[src/rtl/mic_event_filter.sv]
// mic_event_filter: conditions the raw sound-module output for the wake-up logic.
// Synchronizes mic_raw, rejects short glitches, holds off after each sound,
// emits one-cycle sound pulses and flags a second sound inside the clap window.

module mic_event_filter #(
    parameter int MIN_PULSE   = 50000,
    parameter int HOLDOFF     = 12500000,
    parameter int CLAP_WINDOW = 50000000
) (
    input  logic       clk,
    input  logic       rst,
    input  logic       mic_raw,
    input  logic       enable,
    output logic       mic_clean,
    output logic       sound_pulse,
    output logic       double_clap,
    output logic       busy,
    output logic [7:0] sound_count
);

    localparam int CNT_MAX = (MIN_PULSE > HOLDOFF) ? MIN_PULSE : HOLDOFF;
    localparam int CW      = $clog2(CNT_MAX) + 1;
    localparam int WW      = $clog2(CLAP_WINDOW) + 1;

    // cnt holds the number of high cycles already seen before the current one,
    // so the last qualifying cycle is reached at MIN_PULSE-1.
    localparam logic [CW-1:0] QUAL_LAST = CW'(MIN_PULSE - 1);
    localparam logic [CW-1:0] HOLD_LAST = CW'(HOLDOFF - 1);
    localparam logic [WW-1:0] WIN_LAST  = WW'(CLAP_WINDOW - 1);

    typedef enum logic [1:0] {
        ST_IDLE,
        ST_QUALIFY,
        ST_ACTIVE,
        ST_HOLDOFF
    } state_t;

    logic          mic_meta;
    logic          mic_s;
    state_t        state;
    state_t        state_nxt;
    logic [CW-1:0] cnt;
    logic [CW-1:0] cnt_nxt;
    logic          pulse_nxt;
    logic          armed;
    logic          armed_nxt;
    logic [WW-1:0] wcnt;
    logic [WW-1:0] wcnt_nxt;
    logic          clap_nxt;

    // Two-flop synchronizer; keeps running regardless of enable.
    always_ff @(posedge clk) begin
        if (rst) begin
            mic_meta <= 1'b0;
            mic_s    <= 1'b0;
        end else begin
            mic_meta <= mic_raw;
            mic_s    <= mic_meta;
        end
    end

    // Sound FSM next state: qualify a sustained high, track it, then hold off.
    always_comb begin
        state_nxt = state;
        cnt_nxt   = cnt;
        pulse_nxt = 1'b0;
        if (!enable) begin
            state_nxt = ST_IDLE;
            cnt_nxt   = '0;
        end else begin
            case (state)
                ST_IDLE: begin
                    if (mic_s) begin
                        if (MIN_PULSE == 1) begin
                            state_nxt = ST_ACTIVE;
                            pulse_nxt = 1'b1;
                            cnt_nxt   = '0;
                        end else begin
                            state_nxt = ST_QUALIFY;
                            cnt_nxt   = CW'(1);
                        end
                    end
                end
                ST_QUALIFY: begin
                    if (!mic_s) begin
                        state_nxt = ST_IDLE;
                        cnt_nxt   = '0;
                    end else if (cnt == QUAL_LAST) begin
                        state_nxt = ST_ACTIVE;
                        pulse_nxt = 1'b1;
                        cnt_nxt   = '0;
                    end else begin
                        cnt_nxt = cnt + CW'(1);
                    end
                end
                ST_ACTIVE: begin
                    if (!mic_s) begin
                        state_nxt = ST_HOLDOFF;
                        cnt_nxt   = '0;
                    end
                end
                ST_HOLDOFF: begin
                    if (cnt == HOLD_LAST) begin
                        state_nxt = ST_IDLE;
                        cnt_nxt   = '0;
                    end else begin
                        cnt_nxt = cnt + CW'(1);
                    end
                end
                default: begin
                    state_nxt = ST_IDLE;
                    cnt_nxt   = '0;
                end
            endcase
        end
    end

    // Clap tracker next state: a sound arms the window, a second one inside it fires.
    always_comb begin
        armed_nxt = armed;
        wcnt_nxt  = wcnt;
        clap_nxt  = 1'b0;
        if (!enable) begin
            armed_nxt = 1'b0;
            wcnt_nxt  = '0;
        end else if (pulse_nxt) begin
            wcnt_nxt = '0;
            if (armed) begin
                clap_nxt  = 1'b1;
                armed_nxt = 1'b0;
            end else begin
                armed_nxt = 1'b1;
            end
        end else if (armed) begin
            if (wcnt == WIN_LAST) begin
                armed_nxt = 1'b0;
                wcnt_nxt  = '0;
            end else begin
                wcnt_nxt = wcnt + WW'(1);
            end
        end
    end

    // State, counters and all outputs registered together from the next-state values.
    always_ff @(posedge clk) begin
        if (rst) begin
            state       <= ST_IDLE;
            cnt         <= '0;
            armed       <= 1'b0;
            wcnt        <= '0;
            mic_clean   <= 1'b0;
            sound_pulse <= 1'b0;
            double_clap <= 1'b0;
            busy        <= 1'b0;
            sound_count <= 8'd0;
        end else begin
            state       <= state_nxt;
            cnt         <= cnt_nxt;
            armed       <= armed_nxt;
            wcnt        <= wcnt_nxt;
            mic_clean   <= (state_nxt == ST_ACTIVE);
            sound_pulse <= pulse_nxt;
            double_clap <= clap_nxt;
            busy        <= (state_nxt != ST_IDLE);
            sound_count <= sound_count + 8'(pulse_nxt);
        end
    end

endmodule

[config.mk]
export PLATFORM = sky130hd
export DESIGN_NAME = mic_event_filter
export DESIGN_NICKNAME = d
export VERILOG_FILES = /design/src/rtl/mic_event_filter.sv
export SDC_FILE = /design/constraint.sdc
export NUM_CORES = 1
export LEC_CHECK = 0
export CAP_MARGIN = 20
export CORE_MARGIN = 5
export CORE_UTILIZATION = 54
export CTS_CLUSTER_SIZE = 30
export DETAILED_ROUTE_END_ITERATION = 7
export GPL_TIMING_DRIVEN = 0
export MAX_ROUTING_LAYER = met4
export PLACE_DENSITY = 0.8
export SETUP_SLACK_MARGIN = 0.02
export SLEW_MARGIN = 20
export SYNTH_ARGS = -nofsm -noshare
export SYNTH_HDL_FRONTEND = slang
export SYNTH_SLANG_ARGS = --single-unit
[constraint.sdc]
create_clock -name clk -period 2.45 [get_ports clk]
set_clock_uncertainty 0.1 [all_clocks]
set_input_delay 0.6125 -clock clk [delete_from_list [all_inputs] [get_ports clk]]
set_output_delay 0.6125 -clock clk [all_outputs]
set_load 0.05 [all_outputs]
==> flow_summary.yaml <==
status:
  status: "finished, final reports clean"
timing:
  hold_slack_ns: 0.365
  min_period_over_period: 0.996
  fmax_ghz: 0.410
  worst_slew_pin_slew_ns: 0.772
  rsz0062_at_grt: "yes"
  tns_ns: 0
  hold_viol_final: 0
  period_needed_ns: 2.44
  setup_violations: 0
  slew_headroom: 0.485
  maxSlewViolCount: 0
route:
  vias: 2964
  wl_per_cell_um: 15.1
  drtIter0Drc: 193
  drt_wl_total_um: 7720
  postRouteAntennaNets: 0
  drt_pre_antenna_iters: 5
  drc: 0
  vias_per_cell: 5.81
placed_design:
  place_area_um2: 3590
  hpwlAfterDp_um: 4940
  io_buffers: 15
  dpl.cell_count: 485
  gp_congestion: 0.898
worst_setup_path:
  start_kind: "flip-flop"
  required_ns: 2.58
  path_class: "reg -> reg"
  cp-end-kind: "flip-flop"
  arrival_ns: 2.57
  crit_path_max_fanout: 5
clock_tree:
  clk_latency_ns: 0.35
  cts_tree: "yes"
  root_buffer: "clkbuf_8"
  clockBufferDepth: 2
  path_clk_slew_ns: 0.07
  numCtsBuffers: 9
  clkSinkCount: 69
  h-tree-depth: 3
pwr:
  power.switching_uw: 475
  power_density_nw_per_um2: 565
  p_leak_uw: 0.00128
  pwr-share-clk: 0.485
  combPwrFrac: 0.026
  p_int_uw: 1810
  pwr-share-seq: 0.489
  vdd.ir_drop.worst_uv: 413
  switching_share: 0.207
cells_and_area:
  final_common_cell: "nor2_1"
  drive_gt1_frac: 0.198
  final_cell_count_no_fill: 510
  area_delta_synth_final_pct: 21.4
  nets: 439
  fillers: 461
  fin_area_um2: 4050
  n_antenna_cell: 0
  final_cell_mix: "56 x nor2_1, 54 x dfxtp_1, 33 x xnor2_1"
synth:
  ys_async_sr_fraction: 0
  synth_seq_cells: 69
  syn_avg_cell_area_um2: 8.45
  seq_area_frac_synth: 0.414
  synthFlopType: "dfxtp_1"
  synth_edf_count: 0
  syn_inst: 395
  synth.cell_area_um2: 3340
  yosys_warnings: 0
  syn_nets: 403
  ys_types: 46
die:
  die-area_um2: 7860
  start_util: 0.561
  core_area_um2: 5960
  die_h_um: 88.6
  num_rows: 28
  fp.dieW_um: 88.6
  ios: 16
grt:
  overflow: 0
  grt_pass1_vias: 2835
  grtUsageTotal: 0.219
  antenna_found_initial: 0
  grt_pass1_wl_um: 13100
  grt_max_degree: 13
flow_run:
  maxCapViolCount: 0
hold_path:
  hold_path.class: "reg -> reg"
-- final timing paths --
check	slack, ns	start	cells past startpoint	end
worst max-delay path	0.009	cnt[7]	7	cnt[23]
worst min-delay path	0.36	mic_meta	1	mic_s
worst max register to register	0.009	cnt[7]	7	cnt[23]
worst min register to register	0.36	mic_meta	1	mic_s
-- what timing repair did --
item | in CTS | in global routing
setup endpoints to repair | 49 | 50
gates resized for setup | 38 | 17
buffers inserted | 11 | 2
hold buffers | 0 | 0
pin swaps | 24 | 7
cloned | 2 | 0
endpoints found under the hold margin | 0 | 0
-- worst max-delay path, cell delays in order (launching register included) --
cell and delay (ns):
dfxtp_2 0.34, or4_4 0.53, or4_4 0.50, o21ba_4 0.22
o31ai_4 0.30, buf_6 0.17, buf_6 0.13, nor2_2 0.04
-- cell usage after synthesis, types with 2 or more instances --
master | instances | area share
nor2_1 | 65 | 0.073
o2111ai_1 | 3 | 0.0079
nand2_1 | 25 | 0.028
inv_1 | 16 | 0.018
xor2_1 | 20 | 0.052
o211ai_1 | 5 | 0.011
xnor2_1 | 33 | 0.087
or4_4 | 2 | 0.0067
and4_1 | 2 | 0.0052
and3_1 | 7 | 0.013
buf_2 | 2 | 0.0030
and4_2 | 2 | 0.0060
a21oi_1 | 7 | 0.010
or4_1 | 3 | 0.0067
clkdlybuf4s15_1 | 2 | 0.0060
ha_1 | 4 | 0.015
buf_6 | 4 | 0.013
nand3_1 | 21 | 0.031
nor2_2 | 4 | 0.0075
nand4_1 | 17 | 0.032
clkbuf_1 | 10 | 0.011
nor4_1 | 22 | 0.041
o31ai_1 | 2 | 0.0045
nor2b_1 | 4 | 0.0075
o21ai_0 | 7 | 0.010
dfxtp_1 | 69 | 0.41
nor3_1 | 18 | 0.027
-- power by group through the flow --
stage / sequential (uW) / clock (uW) / combinational [uW]
2_1_floorplan: 1150 / 0 / 28.4
3_3_place_gp: 1150 / 0 / 42.5
3_5_place_dp: 1150 / 0 / 43.4
4_1_cts: 1120 / 1130 / 53.8
5_1_grt: 1120 / 1180 / 64.1
6_report: 1120 / 1110 / 59.3
-- registers in the layout, summed over array words and instances, names as in the netlist --
| register | count |
|---|---|
| busy | 1 |
| double_clap | 1 |
| state | 2 |
| cnt | 25 |
| mic_s | 1 |
| armed | 1 |
| sound_count | 8 |
| sound_pulse | 1 |
| mic_meta | 1 |
| wcnt | 27 |
| mic_clean | 1 |
-- layer usage --
metal,vias up,GRT usage,wire length (um)
li1,1449,-,-
met1,1394,0.276,3370
met2,101,0.337,3800
met3,20,0.0345,361
met4,0,0.111,182
met5,-,-,0
-- metrics by stage --
stage	setup slack (ns)	total power [uW]	utilization
2_1_floorplan	0.0280	1180	-
3_3_place_gp	-0.227	1190	0.604
3_5_place_dp	-0.286	1190	0.604
4_1_cts	-0.0174	2300	0.672
5_1_grt	-0.0590	2370	0.680
6_report	0.00896	2290	0.680
-- kinds of logic after synthesis --
family	Yosys count	share of synthesized area
AO/OA/AOI/OAI	32	0.0686
flip-flops	69	0.414
XOR/XNOR	53	0.139
AND/OR/NAND/NOR	202	0.310
adder cells (fa/ha/maj)	4	0.0150
buffers and inverters	35	0.0540
-- area by class of cell --
| type | count | area, um2 | area share |
|---|---|---|---|
| plain buffers | 14 | 86.3 | 0.0213 |
| clock buffers | 9 | 124 | 0.0306 |
| clock inverters | 6 | 113 | 0.0278 |
| inverters | 16 | 60.1 | 0.0148 |
| multi-input cells | 291 | 1890 | 0.467 |
| flip-flops and latches | 69 | 1410 | 0.349 |
| well taps | 75 | 93.8 | 0.0232 |
| repair buffers | 30 | 270 | 0.0667 |
Power figures use the tool's default switching activity.
